[config.mk]
export PLATFORM = sky130hd
export DESIGN_NAME = sram_arbiter_flat
export DESIGN_NICKNAME = d
export VERILOG_FILES = /design/src/rtl/sram_arbiter_if.sv /design/src/rtl/sram_arbiter.sv /design/src/flat_wrapper.sv
export SDC_FILE = /design/constraint.sdc
export NUM_CORES = 1
export LEC_CHECK = 0
export BUFFER_PORTS_ARGS = -buffer_cell sky130_fd_sc_hd__buf_2
export CORE_MARGIN = 10
export CORE_UTILIZATION = 49
export CTS_CLUSTER_DIAMETER = 120
export CTS_CLUSTER_SIZE = 10
export DETAILED_ROUTE_END_ITERATION = 12
export PLACE_DENSITY_LB_ADDON = 0.1
export SKIP_CTS_REPAIR_TIMING = 1
export SLEW_MARGIN = 40
export SYNTH_ARGS = -nofsm -noshare
export SYNTH_HDL_FRONTEND = slang
export SYNTH_SLANG_ARGS = --single-unit
[constraint.sdc]
create_clock -name clok -period 3.4 [get_ports clok]
set_input_delay 0.34 -clock clok [delete_from_list [all_inputs] [get_ports clok]]
set_output_delay 0.34 -clock clok [all_outputs]
set_load 0.01 [all_outputs]
[src/rtl/sram_arbiter_if.sv]
// sram_arbiter_if -- bus bundle between two requesters, the arbiter and the SRAM.
//
// Requester side : req0/1, we0/1, addr0/1, wdata0/1 -> arbiter
//                  gnt0/1, rvalid0/1, rdata0/1      <- arbiter
// SRAM side      : sram_wri, sram_rd, sram_add, sram_din -> SRAM
//                  sram_dout                              <- SRAM
// Status         : busy (clear sequence running)
//
// Modports: slave = arbiter view, master = requesters + SRAM view.
interface sram_arbiter_if;
   logic       req0, req1;
   logic       we0, we1;
   logic [2:0] addr0, addr1;
   logic [7:0] wdata0, wdata1;
   logic       gnt0, gnt1;
   logic       rvalid0, rvalid1;
   logic [7:0] rdata0, rdata1;
   logic       sram_wri, sram_rd;
   logic [2:0] sram_add;
   logic [7:0] sram_din;
   logic [7:0] sram_dout;
   logic       busy;

   modport slave (
      input  req0, req1, we0, we1, addr0, addr1, wdata0, wdata1, sram_dout,
      output gnt0, gnt1, rvalid0, rvalid1, rdata0, rdata1,
             sram_wri, sram_rd, sram_add, sram_din, busy
   );

   modport master (
      output req0, req1, we0, we1, addr0, addr1, wdata0, wdata1, sram_dout,
      input  gnt0, gnt1, rvalid0, rvalid1, rdata0, rdata1,
             sram_wri, sram_rd, sram_add, sram_din, busy
   );
endinterface

[src/rtl/sram_arbiter.sv]
// sram_arbiter -- two-port round-robin arbiter/sequencer for an 8x8 SRAM.
//
// Ports:
//   clok : clock, rising edge
//   rst  : synchronous active-high reset
//   bus  : sram_arbiter_if.slave (requester handshake, SRAM port, busy)
//
// Each accepted request takes one ACCESS cycle (gnt pulse + SRAM strobe);
// reads add a RESP cycle in which sram_dout is captured, and rvalid pulses
// in the following cycle. Ties go to the priority pointer, which always
// flips to the requester that did not win.
//
// Optional feature macro: SRAM_ARB_CLEAR_EN -- after every reset the CLR
// state writes 8'h00 to words 0..7 (busy=1, requests ignored) before IDLE.
module sram_arbiter (
   input  logic          clok,
   input  logic          rst,
   sram_arbiter_if.slave bus
);

   typedef enum logic [1:0] {CLR, IDLE, ACCESS, RESP} state_t;

   state_t           state_q, state_d;
   logic             ptr_q, ptr_d;       // requester favoured on a tie
   logic             id_q, id_d;         // winner of the current access
   logic [2:0]       add_q, add_d;
   logic [7:0]       din_q, din_d;
   logic             wri_q, wri_d;
   logic             rd_q, rd_d;
   logic [1:0]       gnt_q, gnt_d;
   logic [1:0]       rvalid_q, rvalid_d;
   logic [1:0][7:0]  rdata_q, rdata_d;
   logic [1:0]       req_v;
   logic             win, win_we;
`ifdef SRAM_ARB_CLEAR_EN
   logic [2:0]       clr_cnt_q, clr_cnt_d;
`endif

   assign req_v = {bus.req1, bus.req0};

   always_comb begin
      state_d  = state_q;
      ptr_d    = ptr_q;
      id_d     = id_q;
      add_d    = add_q;
      din_d    = din_q;
      wri_d    = 1'b0;
      rd_d     = 1'b0;
      gnt_d    = 2'b00;
      rvalid_d = 2'b00;
      rdata_d  = rdata_q;
      win      = 1'b0;
      win_we   = 1'b0;
`ifdef SRAM_ARB_CLEAR_EN
      clr_cnt_d = clr_cnt_q;
`endif
      case (state_q)
`ifdef SRAM_ARB_CLEAR_EN
         CLR: begin
            clr_cnt_d = clr_cnt_q + 3'd1;
            if (clr_cnt_q == 3'd7) state_d = IDLE;
         end
`endif
         IDLE: begin
            if (|req_v) begin
               // lone requester wins outright; on a tie the pointer decides
               win      = (req_v == 2'b11) ? ptr_q : req_v[1];
               win_we   = win ? bus.we1 : bus.we0;
               id_d     = win;
               ptr_d    = ~win;
               gnt_d[win] = 1'b1;
               add_d    = win ? bus.addr1  : bus.addr0;
               din_d    = win ? bus.wdata1 : bus.wdata0;
               wri_d    = win_we;
               rd_d     = ~win_we;
               state_d  = ACCESS;
            end
         end
         ACCESS: state_d = rd_q ? RESP : IDLE;
         RESP: begin
            // SRAM output is valid this cycle (registered one after rd)
            rvalid_d[id_q] = 1'b1;
            rdata_d[id_q]  = bus.sram_dout;
            state_d        = IDLE;
         end
         default: state_d = IDLE;
      endcase
   end

   always_ff @(posedge clok) begin
      if (rst) begin
`ifdef SRAM_ARB_CLEAR_EN
         state_q   <= CLR;
         clr_cnt_q <= 3'd0;
`else
         state_q   <= IDLE;
`endif
         ptr_q    <= 1'b0;
         id_q     <= 1'b0;
         add_q    <= 3'd0;
         din_q    <= 8'h00;
         wri_q    <= 1'b0;
         rd_q     <= 1'b0;
         gnt_q    <= 2'b00;
         rvalid_q <= 2'b00;
         rdata_q  <= '0;
      end else begin
`ifdef SRAM_ARB_CLEAR_EN
         clr_cnt_q <= clr_cnt_d;
`endif
         state_q  <= state_d;
         ptr_q    <= ptr_d;
         id_q     <= id_d;
         add_q    <= add_d;
         din_q    <= din_d;
         wri_q    <= wri_d;
         rd_q     <= rd_d;
         gnt_q    <= gnt_d;
         rvalid_q <= rvalid_d;
         rdata_q  <= rdata_d;
      end
   end

   assign bus.gnt0    = gnt_q[0];
   assign bus.gnt1    = gnt_q[1];
   assign bus.rvalid0 = rvalid_q[0];
   assign bus.rvalid1 = rvalid_q[1];
   assign bus.rdata0  = rdata_q[0];
   assign bus.rdata1  = rdata_q[1];
   assign bus.sram_rd = rd_q;

`ifdef SRAM_ARB_CLEAR_EN
   // clear writes are driven straight from the state so that all 8 words
   // are covered in the 8 busy cycles
   assign bus.sram_wri = (state_q == CLR) ? 1'b1      : wri_q;
   assign bus.sram_add = (state_q == CLR) ? clr_cnt_q : add_q;
   assign bus.sram_din = (state_q == CLR) ? 8'h00     : din_q;
   assign bus.busy     = (state_q == CLR);
`else
   assign bus.sram_wri = wri_q;
   assign bus.sram_add = add_q;
   assign bus.sram_din = din_q;
   assign bus.busy     = 1'b0;
`endif

endmodule

[src/flat_wrapper.sv]
// flat-port wrapper written by rule: the top's interface ports become plain ports
module sram_arbiter_flat 
  (clok, rst, bus_req0, bus_req1, bus_we0, bus_we1, bus_addr0, bus_addr1, bus_wdata0, bus_wdata1, bus_sram_dout, bus_gnt0, bus_gnt1, bus_rvalid0, bus_rvalid1, bus_rdata0, bus_rdata1, bus_sram_wri, bus_sram_rd, bus_sram_add, bus_sram_din, bus_busy);
  sram_arbiter_if bus_i ();
  input  logic clok;
  input  logic rst;
  input wire logic [$bits(bus_i.req0)-1:0] bus_req0;
  input wire logic [$bits(bus_i.req1)-1:0] bus_req1;
  input wire logic [$bits(bus_i.we0)-1:0] bus_we0;
  input wire logic [$bits(bus_i.we1)-1:0] bus_we1;
  input wire logic [$bits(bus_i.addr0)-1:0] bus_addr0;
  input wire logic [$bits(bus_i.addr1)-1:0] bus_addr1;
  input wire logic [$bits(bus_i.wdata0)-1:0] bus_wdata0;
  input wire logic [$bits(bus_i.wdata1)-1:0] bus_wdata1;
  input wire logic [$bits(bus_i.sram_dout)-1:0] bus_sram_dout;
  output wire logic [$bits(bus_i.gnt0)-1:0] bus_gnt0;
  output wire logic [$bits(bus_i.gnt1)-1:0] bus_gnt1;
  output wire logic [$bits(bus_i.rvalid0)-1:0] bus_rvalid0;
  output wire logic [$bits(bus_i.rvalid1)-1:0] bus_rvalid1;
  output wire logic [$bits(bus_i.rdata0)-1:0] bus_rdata0;
  output wire logic [$bits(bus_i.rdata1)-1:0] bus_rdata1;
  output wire logic [$bits(bus_i.sram_wri)-1:0] bus_sram_wri;
  output wire logic [$bits(bus_i.sram_rd)-1:0] bus_sram_rd;
  output wire logic [$bits(bus_i.sram_add)-1:0] bus_sram_add;
  output wire logic [$bits(bus_i.sram_din)-1:0] bus_sram_din;
  output wire logic [$bits(bus_i.busy)-1:0] bus_busy;
  assign bus_i.req0 = bus_req0;
  assign bus_i.req1 = bus_req1;
  assign bus_i.we0 = bus_we0;
  assign bus_i.we1 = bus_we1;
  assign bus_i.addr0 = bus_addr0;
  assign bus_i.addr1 = bus_addr1;
  assign bus_i.wdata0 = bus_wdata0;
  assign bus_i.wdata1 = bus_wdata1;
  assign bus_i.sram_dout = bus_sram_dout;
  assign bus_gnt0 = bus_i.gnt0;
  assign bus_gnt1 = bus_i.gnt1;
  assign bus_rvalid0 = bus_i.rvalid0;
  assign bus_rvalid1 = bus_i.rvalid1;
  assign bus_rdata0 = bus_i.rdata0;
  assign bus_rdata1 = bus_i.rdata1;
  assign bus_sram_wri = bus_i.sram_wri;
  assign bus_sram_rd = bus_i.sram_rd;
  assign bus_sram_add = bus_i.sram_add;
  assign bus_sram_din = bus_i.sram_din;
  assign bus_busy = bus_i.busy;
  sram_arbiter u_core (.clok(clok), .rst(rst), .bus(bus_i));
endmodule
# After elaboration in Yosys (flattened, before gate mapping)
# Cells that the tools add are included.
# word_totals
register_bits,37
inputBits,36
output_inout_bits,34
elab_cells,45
# classes
magnitude_cmp,4
n_eq_ne,5
n_mux,14
bitwise,5
reduce_logical,6
# ops
op,count
bitwise mux 16 bit,1
2-to-1 mux 8 bit,2
demux 8 bit (select 1 bit),1
== test 2 bit (second input constant),3
NOT 1 bit,5
< comparator 1 x 2 -> 1 bit (second input constant),2
2-to-1 mux 1 bit,4
2-to-1 mux 2 bit,2
one-hot mux 2 bit (2 select lines),1
OR reduction 2 bit,2
2-to-1 mux 3 bit,1
OR reduction 3 bit,1
demux 1 bit (select 1 bit),2
== test 2 x 1 -> 1 bit (second input constant),1
>= comparator 1 bit (second input constant),2
logical AND 1 bit,2
inequality test 2 x 1 -> 1 bit (second input constant),1
AND reduction 2 bit,1

# Longest topological paths before layout
# Gate-level depths: netlist of the first run.
# depth
word_depth,6
ltp_mapped,7
ltp_nobuf,5

# Worst setup path after synthesis of the first run
# OpenSTA, ideal clock, no wires.
# synth_path
path_type,register -> register
start,register u_core.state_q[1]
end,"register u_core.add_q[2], in the netlist u_core.bus.sram_add[2]"
t_arrival_ns,1.412
required_ns,3.278
slack_ns,1.866
stages_incl_launch_ff,8
path_buffers,2
synth_period_minus_slack_ns,1.534
path_cell_list,dfxtp_1 inv_1 ha_1 buf_6 nand2_1 clkbuf_1 nor4b_1 a221o_1
# synth_between
elab_chain_len,2
# synth_rtl
item,line_no,rtl
"start, declared",sram_arbiter.sv:23,"state_t state_q, state_d;"
"start signal, assigned",sram_arbiter.sv:111,state_q <= state_d;
== test 2 x 1 -> 1 bit,sram_arbiter.sv:57,case (state_q)
AND reduction 2 bit (no line),n/a,
"end signal, assigned",sram_arbiter.sv:100,add_q <= 3'd0;
"end signal, assigned",sram_arbiter.sv:114,add_q <= add_d;
"end, declared",sram_arbiter.sv:26,"logic [2:0] add_q, add_d;"
# No other way between the ends.
# A chain may end at the register's enable or synchronous reset.

# Worst setup path in the final report of the first run
# layout_path
start,register u_core.state_q[1]
end,"register u_core.din_q[5], in the netlist u_core.bus.sram_din[5]"
# layout_between
elab_chain_len,2
# layout_rtl
item,line_no,rtl
== test 2 x 1 -> 1 bit,sram_arbiter.sv:57,
AND reduction 2 bit (no line),n/a,
"end signal, assigned",sram_arbiter.sv:115,din_q <= din_d;
"end, declared",sram_arbiter.sv:27,"logic [7:0] din_q, din_d;"
# No other way between the ends.

==> results of run 1 <==
report_power, final:
part | leakage (nW) | switching [mW] | total, mW | internal [mW]
logic | 0.511 | 0.246 | 0.429 | 0.183
registers | 0.302 | 0.0576 | 0.581 | 0.523
clock network | 0.0413 | 0.134 | 0.254 | 0.120
cell type report:
type                    count  area, um^2
inverters                   2        7.51
repair buffers             68         340
well taps                  33        41.3
fillers                   275        1130
multi-input cells         105         668
flip-flops and latches     37         741
clock inverters             1        5.00
clock buffers               7        65.1
cells in the final DEF (no fill, tap or decap), types with 4 or more instances in the layout:
cell type,n
nand2_1,27
a21oi_1,20
ha_1,4
clkbuf_4,5
dfxtp_1,37
nor2_1,5
nand2b_1,4
buf_2,68
nand3_1,10
nor4b_1,11
a221o_1,11
registers in the layout, summed over array words and instances (netlist names):
register / flops
u_core.gnt_q: 2
u_core.bus.rdata1: 8
u_core.id_q: 1
u_core.bus.sram_wri: 1
u_core.bus.sram_din: 8
u_core.bus.sram_rd: 1
u_core.bus.sram_add: 3
u_core.bus.rdata0: 8
u_core.rvalid_q: 2
u_core.state_q: 2
u_core.ptr_q: 1
worst max-delay path: stages (launching register included):
cell	delay [ns]
dfxtp_1	0.41
inv_1	0.09
ha_1	0.29
o21a_1	0.14
nor2_1	0.56
a221o_1	0.27
layer usage:
metal  GRT usage (%)  part of all wire (%)
met5               0                     0
met4            4.95                   1.3
met3            5.86                   8.7
met1            16.3                    43
met2            20.2                    47
metrics by stage:
step | instance area, um^2 | setup slack [ns] | std cells | hold slack, ns | power (mW)
detailed placement | 1800 | 1.62 | 245 | 0.445 | 1.03
floorplan | 1500 | 1.87 | 159 | 0.475 | 0.901
finish | 1870 | 1.58 | 253 | 0.229 | 1.26
global route | 1870 | 1.48 | 253 | 0.204 | 1.36
global placement | 1800 | 1.69 | 245 | 0.442 | 1.01
CTS | 1870 | 1.60 | 253 | 0.212 | 1.28
final timing paths:
path	start	endpoint	cells past startpoint
worst min-delay path	bus_wdata1[3]	u_core.bus.sram_din[3]	2
worst max register to register	u_core.state_q[1]	u_core.bus.sram_din[5]	5
worst min register to register	u_core.bus.rdata0[5]	u_core.bus.rdata0[5]	2
worst max-delay path	u_core.state_q[1]	u_core.bus.sram_din[5]	5
cells by family (layout without fill, tap and decap cells):
logic type	count (synthesis)	after routing	share of synthesized area, %
other cells	1	1	0.249
flops	37	37	49.3
fa+ha+maj	4	4	3.33
simple gates	64	64	23.2
buf+inv	17	78	6.32
compound gates	35	35	16.6
mux	1	1	0.998
==> run_results.csv, run 1 <==
group,metric,value,unit
run_status,run_status,"finished, final reports clean",
place,globalplace.congestion,0.811,
clock_network,clk_path_buf_depth,2,
routing,drt_iter0_drc,68,
synth,yosys.area.top_type,"dfxtp_1",
synth,synth_top_area_share,49.3,%
routing,route.detailed.drc,0,
timing,setup_viol_count_final,0,
synth,synth_cell_types,27,
final_layout,layout.nets,259,
synth,synth.cell_area,1500,um^2
die,initial_core_util,50.1,%
timing,tightest_slew,0.737,ns
global_route,grt_pass1_wl,5.99,mm
final_layout,syn_to_final_growth,24.2,%
power_and_ir_drop,powerDensity,676,nW/um^2
global_route,grt_start_max_net_pins,38,
routing,wl_per_cell,15.4,um
synth,ys_seq_area_share,49.3,%
clock_network,clock_sinks,37,
synth,postSynth.asyncResetShare,0,%
global_route,grt_util_all_layers,13.3,%
synth,syn_area_per_cell,9.46,um^2
synth,synth_common_cells,"dfxtp_1, nand2_1, a21oi_1",
clock_network,htree_num_levels,2,
die,rows,20,
die,core,3000,um^2
critical_path,worst-path-max-fanout,11,
timing,fmax,550,MHz
timing,final_max_slew_viol_count,0,
clock_network,clk_latency,0.33,ns
synth,synthFlopType,"dfxtp_1",
critical_path,cp-end-kind,"flip-flop",
die,die_area,5690,um^2
clock_network,cts_made_buffers,5,
timing,rsz0062_at_grt,"false",
timing,timing.final.crit_period,1.82,ns
place,dp_hpwl,2.98,mm
final_layout,antennaDiodeCount,0,
global_route,overflow,0,
timing,setup_tns,0,ns
die,die_w,75.4,um
final_layout,fin_util,62.2,%
critical_path,r2r_setup_slack,1.58,ns
routing,vias,1368,
critical_path,arrival,2.09,ns
critical_path,start_kind,"flip-flop",
synth,synth_area_leaders,"dfxtp_1, a221o_1, nand2_1, a21oi_1, nor4b_1",
routing,drt-total-wl,3.89,mm
final_layout,final_layout_size_suffix_gt1_share,36.4,%
clock_network,root_buffer,"clkbuf_4",
power_and_ir_drop,ir_worst_vdd,0.434,mV
timing,finalHoldViolCount,0,
global_route,grt_pass1_vias,1337,
flow_run,cap_viol_max_count,0,
hold_path,hold_path.class,"in2reg",
synth,syn_nets,199,
routing,drtPass1Iterations,4,
synth,yosysMostFrequentCell,"dfxtp_1",
global_route,antenna_found_initial,0,
critical_path,path_class,"reg2reg",
clock_network,path_clk_slew,0.10,ns
power_and_ir_drop,power_leakage,0.854,nW
die,dieHeight,75.4,um
timing,max_slew_margin,50.7,%
routing,post_drt_via_cell_ratio,5.41,
routing,ant_nets,0,
clock_network,cts_tree,"built",
place,io_buffers,68,
die,ios,70,
timing,post-route-period-util,53.4,%
synth,synth_seq_cells,37,
critical_path,cp.required,3.67,ns
timing,fin_skew,0.00444,ns
synth,ys.warnings.count,0,
synth,synth_cells,159,
synth,synth-edff-count,0,
(Power assumes the default switching activity.)
==> run 2, diff against run 1 <==
Settings changed: ABC_AREA set to 1, CORE_UTILIZATION 49 to 41.
Clock period 3.4 ns to 1.5 ns, I/O delays scaled along.
==> run 2 against run 1 <==
Cell area grew 10%. Hold slack got worse by 0.17 ns. Sequential share of layout area decreased by 3.6 points. Register-to-register slack lost 1.4 ns. Synthesized cell count increased by 31%. Sequential cell count unchanged. Wire length up 8.5%. First-iteration DRC count unchanged. Critical endpoint is now u_core.state_q[1]. Largest power group unchanged.
==> run_results.csv, run 2 <==
group,metric,value,unit
clock_network,cts_tree,"built",
place,globalplace.congestion,0.729,
clock_network,htree_num_levels,2,
routing,drt_iter0_drc,68,
clock_network,clk_path_buf_depth,2,
synth,yosys.area.top_type,"dfxtp_1",
critical_path,cp-end-kind,"flip-flop",
final_layout,layout.nets,325,
synth,synth_cell_types,23,
synth,synth_top_area_share,48.6,%
synth,synthFlopType,"dfxtp_1",
synth,synth_common_cells,"nor2_1, nand2_1, dfxtp_1",
final_layout,final_layout_size_suffix_gt1_share,31.8,%
synth,ys.warnings.count,0,
timing,setup_viol_count_final,0,
die,dieHeight,81.0,um
final_layout,final_common_cell,"buf_2",
global_route,overflow,0,
synth,synth_area_leaders,"dfxtp_1, nor2_1, nand2_1, o21ai_0, inv_1",
timing,rsz0062_at_grt,"false",
timing,setup_tns,0,ns
synth,synth-compound-area-share,8.54,%
power_and_ir_drop,power_leakage,1.13,nW
routing,dr_wl_met3,256,um
clock_network,path_clk_slew,0.07,ns
routing,route.detailed.drc,0,
die,core,3630,um^2
routing,ant_nets,0,
timing,fin_skew,0.00260,ns
routing,vias,1519,
critical_path,arrival,1.54,ns
clock_network,clk_latency,0.28,ns
timing,max_slew_margin,59.6,%
place,io_buffers,68,
global_route,grt_util_all_layers,12.8,%
timing,fmax,754,MHz
critical_path,cp.required,1.71,ns
place,dp_hpwl,3.27,mm
timing,tightest_slew,0.605,ns
die,die_area,6560,um^2
synth,synth-xor-area-share,0,%
synth,synth_seq_cells,37,
flow_run,cap_viol_max_count,0,
synth,yosysMostFrequentCell,"nor2_1",
place,pre_cts_slack,0.170,ns
final_layout,syn_to_final_growth,35.0,%
routing,drt-total-wl,4.22,mm
global_route,grt_pass1_vias,1502,
clock_network,clock_sinks,37,
critical_path,worst-path-max-fanout,7,
routing,post_drt_via_cell_ratio,4.55,
clock_network,root_buffer,"clkbuf_8",
run_status,run_status,"finished, final reports clean",
global_route,grt_pass1_wl,6.74,mm
synth,synth-simple-area-share,32.8,%
routing,dr_wl_met2,1.96,mm
routing,drtPass1Iterations,4,
global_route,grt_start_max_net_pins,23,
synth,synth-edff-count,0,
routing,wl_per_cell,12.6,um
final_layout,final_cell_mix,"buf_2, nor2_1, nand2_1",
synth,synth_cells,208,
global_route,antenna_found_initial,0,
routing,top_layer_used,"met4",
clock_network,cts_made_buffers,5,
timing,worst_slack,0.174,ns
synth,yosys.area_share.adder,3.28,%
synth,synth.cell_area,1520,um^2
routing,met1_length,1.97,mm
hold_path,hold_path.class,"in2reg",
synth,ys_seq_area_share,48.6,%
synth,syn_nets,248,
final_layout,antennaDiodeCount,0,
critical_path,path_class,"reg2reg",
die,ios,70,
die,initial_core_util,41.9,%
timing,finalHoldViolCount,0,
power_and_ir_drop,powerDensity,1470,nW/um^2
timing,final_max_slew_viol_count,0,
synth,syn_area_per_cell,7.33,um^2
die,rows,22,
synth,postSynth.asyncResetShare,0,%
power_and_ir_drop,ir_worst_vdd,0.734,mV
critical_path,start_kind,"flip-flop",
synth,synth_top_family_by_area,"simple AND/OR/NAND/NOR gates",
timing,timing.final.crit_period,1.33,ns
synth,muxShareOfSynthArea,0,%
timing,post-route-period-util,88.4,%
die,die_w,81.0,um
power_and_ir_drop,finalPower,3.02,mW
==> run 2: cell count changes in the layout (fill, tap and decap cells not counted), moves of 7 or more <==
cell and change:
a21oi_1 -16, nand4_1 +7, buf_4 +9, nor4b_1 -11
inv_1 +14, a221o_1 -11, nand2_1 +16, o21ai_0 +18
nor2_1 +47
==> run 2: stage by stage <==
step           utilization, %  instances  hold WS (ns)  area [um^2]
4_1_cts                  56.6        334        0.0572         2060
3_3_place_gp             53.8        326         0.351         1960
2_1_floorplan               -        208         0.260         1520
6_report                 56.6        334        0.0634         2060
5_1_grt                  56.6        334        0.0797         2060
3_5_place_dp             53.8        326         0.356         1960
==> run 2: kinds of logic after synthesis <==
family	after synthesis
AND/OR/NAND/NOR	117
AO/OA/AOI/OAI	25
adder cells (fa/ha/maj)	4
flip-flops	37
buffers and inverters	24
other	1
==> run 2: cell type report <==
cell class / count / area (um^2)
Inverter: 17 / 63.8
Clock inverter: 1 / 5.00
Clock buffer: 7 / 96.3
Fill cell: 374 / 1580
Timing Repair Buffer: 77 / 408
Multi-Input combinational cell: 147 / 683
Tap cell: 48 / 60.1
Sequential cell: 37 / 741
==> run 2: path summary, 6_finish.rpt <==
check | end | depth (start not counted) | start | slack (ns)
max | u_core.state_q[1] | 5 | u_core.state_q[0] | 0.17
min reg2reg | u_core.ptr_q | 2 | u_core.ptr_q | 0.47
max reg2reg | u_core.state_q[1] | 5 | u_core.state_q[0] | 0.17
min | u_core.bus.sram_din[0] | 3 | bus_wdata0[0] | 0.06
==> run 2: critical path: stages (launching register included) <==
cell and delay (ns):
dfxtp_1 0.40, ha_1 0.24, buf_4 0.17, a21oi_1 0.05, or2_2 0.27, a21oi_1 0.13
==> run 2: power by group <==
| group | internal, mW | leakage (nW) | total, mW | switching, mW |
|---|---|---|---|---|
| clock network | 0.415 | 0.0542 | 0.747 | 0.332 |
| logic | 0.416 | 0.776 | 1.01 | 0.597 |
| registers | 1.17 | 0.303 | 1.26 | 0.0970 |
| total | 2.00 | 1.13 | 3.02 | 1.03 |
==> run 2: routing by layer <==
| layer | track usage (%) | vias up |
|---|---|---|
| met5 | 0 | - |
| met3 | 4.42 | 5 |
| met4 | 4.15 | 0 |
| li1 | - | 805 |
| met2 | 19.9 | 40 |
| met1 | 16.2 | 669 |
==> run 3, diff against run 2 <==
Settings changed: PLACE_DENSITY set to 0.74, PLACE_DENSITY_LB_ADDON 0.1 to unset, REMOVE_ABC_BUFFERS set to 1.
==> run 3 against run 2 <==
Critical path depth rose by 1. Combinational power barely moved. Sequential power barely moved. Register-to-register slack improved by 0.02 ns. Critical endpoint is now u_core.bus.rdata0[5]. Hold slack got worse by 0.011 ns. Maximum frequency rose by 1.9%. Die area did not move. Utilization fell by 0.38 points. Cell count did not move.
==> run_results.csv, run 3 (synthesis gave the netlist of run 2 again) <==
group,metric,value,unit
run_status,run_status,"finished, final reports clean",
final_layout,layout.nets,325,
critical_path,cp_slowest_cell,"dfxtp_1",
die,die_w,81.0,um
timing,timing.final.crit_period,1.30,ns
place,io_buffers,68,
clock_network,clk_latency,0.30,ns
power_and_ir_drop,intPower,1.91,mW
routing,vias,1500,
clock_network,cts_tree,"built",
clock_network,cts_made_buffers,5,
timing,rsz0062_at_grt,"false",
final_layout,final_layout_size_suffix_gt1_share,31.5,%
timing,setup_viol_count_final,0,
final_layout,fin_util,56.2,%
global_route,antenna_found_initial,0,
critical_path,cp.required,1.69,ns
final_layout,nFillCells,377,
critical_path,crit_family,"flip-flops",
die,rows,22,
critical_path,cpMostUsedCell,"nor2_1",
timing,setup_tns,0,ns
critical_path,crit_path_max_incr_delay,0.40,ns
critical_path,path_class,"reg2reg",
power_and_ir_drop,power_leakage,1.12,nW
routing,wl_per_cell,12.1,um
power_and_ir_drop,powerDensity,1440,nW/um^2
die,core,3630,um^2
power_and_ir_drop,ir_worst_vdd,0.677,mV
timing,fmax,768,MHz
critical_path,crit_chain,"ha_1 > inv_1 > nor2_2 > clkinv_1 > nor2_1 > nor2_1",
hold_path,hold_path.class,"in2reg",
critical_path,cp_num_buf_inv,2,
routing,drt-total-wl,4.03,mm
die,dieHeight,81.0,um
global_route,grt_pass1_vias,1453,
power_and_ir_drop,power.net_switching,1.04,mW
place,dp_cells,326,
power_and_ir_drop,power_frac_comb,34.3,%
power_and_ir_drop,p_sw_share,35.2,%
critical_path,worst-path-max-fanout,9,
global_route,overflow,0,
routing,drtPass1Iterations,4,
clock_network,htree_num_levels,2,
clock_network,clk_path_buf_depth,2,
timing,final_max_slew_viol_count,0,
routing,post_drt_via_cell_ratio,4.49,
routing,ant_nets,0,
place,globalplace.congestion,0.786,
routing,route.detailed.drc,0,
clock_network,root_buffer,"clkbuf_8",
timing,fin_skew,0.0100,ns
power_and_ir_drop,power_frac_clock,23.0,%
global_route,grt_util_all_layers,12.0,%
die,ios,70,
final_layout,fin_cells,334,
timing,finalHoldViolCount,0,
final_layout,final_common_cell,"buf_2",
timing,post-route-period-util,86.8,%
final_layout,antennaDiodeCount,0,
critical_path,start_kind,"flip-flop",
die,initial_core_util,41.9,%
global_route,grt_start_max_net_pins,26,
final_layout,final_cell_mix,"buf_2, nor2_1, nand2_1",
routing,drt_iter0_drc,65,
die,die_area,6560,um^2
final_layout,syn_to_final_growth,34.1,%
power_and_ir_drop,pwr-share-seq,42.7,%
place,dp_hpwl,3.30,mm
flow_run,cap_viol_max_count,0,
critical_path,cp-end-kind,"flip-flop",
critical_path,arrival,1.49,ns
critical_path,r2r_setup_slack,0.20,ns
clock_network,clock_sinks,37,
global_route,grt_pass1_wl,6.24,mm
clock_network,path_clk_slew,0.07,ns
-- run 3: per-layer routing --
metal,wire (um),vias up,global-route usage (%)
met1,1630,660,12.4
met3,282,8,4.19
li1,-,802,-
met2,2030,30,20.8
met4,89,0,6.92
met5,0,-,0
-- run 3: worst paths after layout --
| check | from | endpoint | cells after the start |
|---|---|---|---|
| worst min register to register | u_core.ptr_q | u_core.ptr_q | 2 |
| worst max-delay path | u_core.state_q[0] | u_core.bus.rdata0[5] | 6 |
| worst min-delay path | bus_wdata0[4] | u_core.bus.sram_din[4] | 3 |
| worst max register to register | u_core.state_q[0] | u_core.bus.rdata0[5] | 6 |
-- run 3: power groups by stage --
stage               Sequential (mW)  Combinational, mW  Clock [mW]
floorplan                      1.35              0.509           0
global placement               1.27               1.00           0
detailed placement             1.28               1.03           0
CTS                            1.26               1.03       0.690
global route                   1.28               1.14       0.728
finish                         1.26               1.01       0.679
-- run 3: layout make-up --
type	instances	area (um^2)	area share, %
Timing Repair Buffer	77	408	20.0
Sequential cell	37	741	36.3
Inverter	17	63.8	3.12
Clock inverter	2	15.0	0.735
Clock buffer	6	72.6	3.55
Tap cell	48	60.1	2.94
Multi-Input combinational cell	147	683	33.4
-- run 3: worst reg2reg max path: stages (launching register included) --
cell      delay, ns
dfxtp_1        0.40
ha_1           0.19
inv_1          0.05
nor2_2         0.09
clkinv_1       0.24
nor2_1         0.17
nor2_1         0.06
-- run 3: metrics by stage --
step / cell area (um^2) / hold WS [ns] / setup slack (ns) / total power [mW]
6_report: 2040 / 0.0524 / 0.199 / 2.95
5_1_grt: 2040 / 0.0569 / 0.0554 / 3.16
4_1_cts: 2040 / 0.0465 / 0.181 / 2.98
3_5_place_dp: 1960 / 0.349 / 0.191 / 2.31
3_3_place_gp: 1960 / 0.346 / 0.241 / 2.28
2_1_floorplan: 1490 / 0.219 / 0.0172 / 1.86
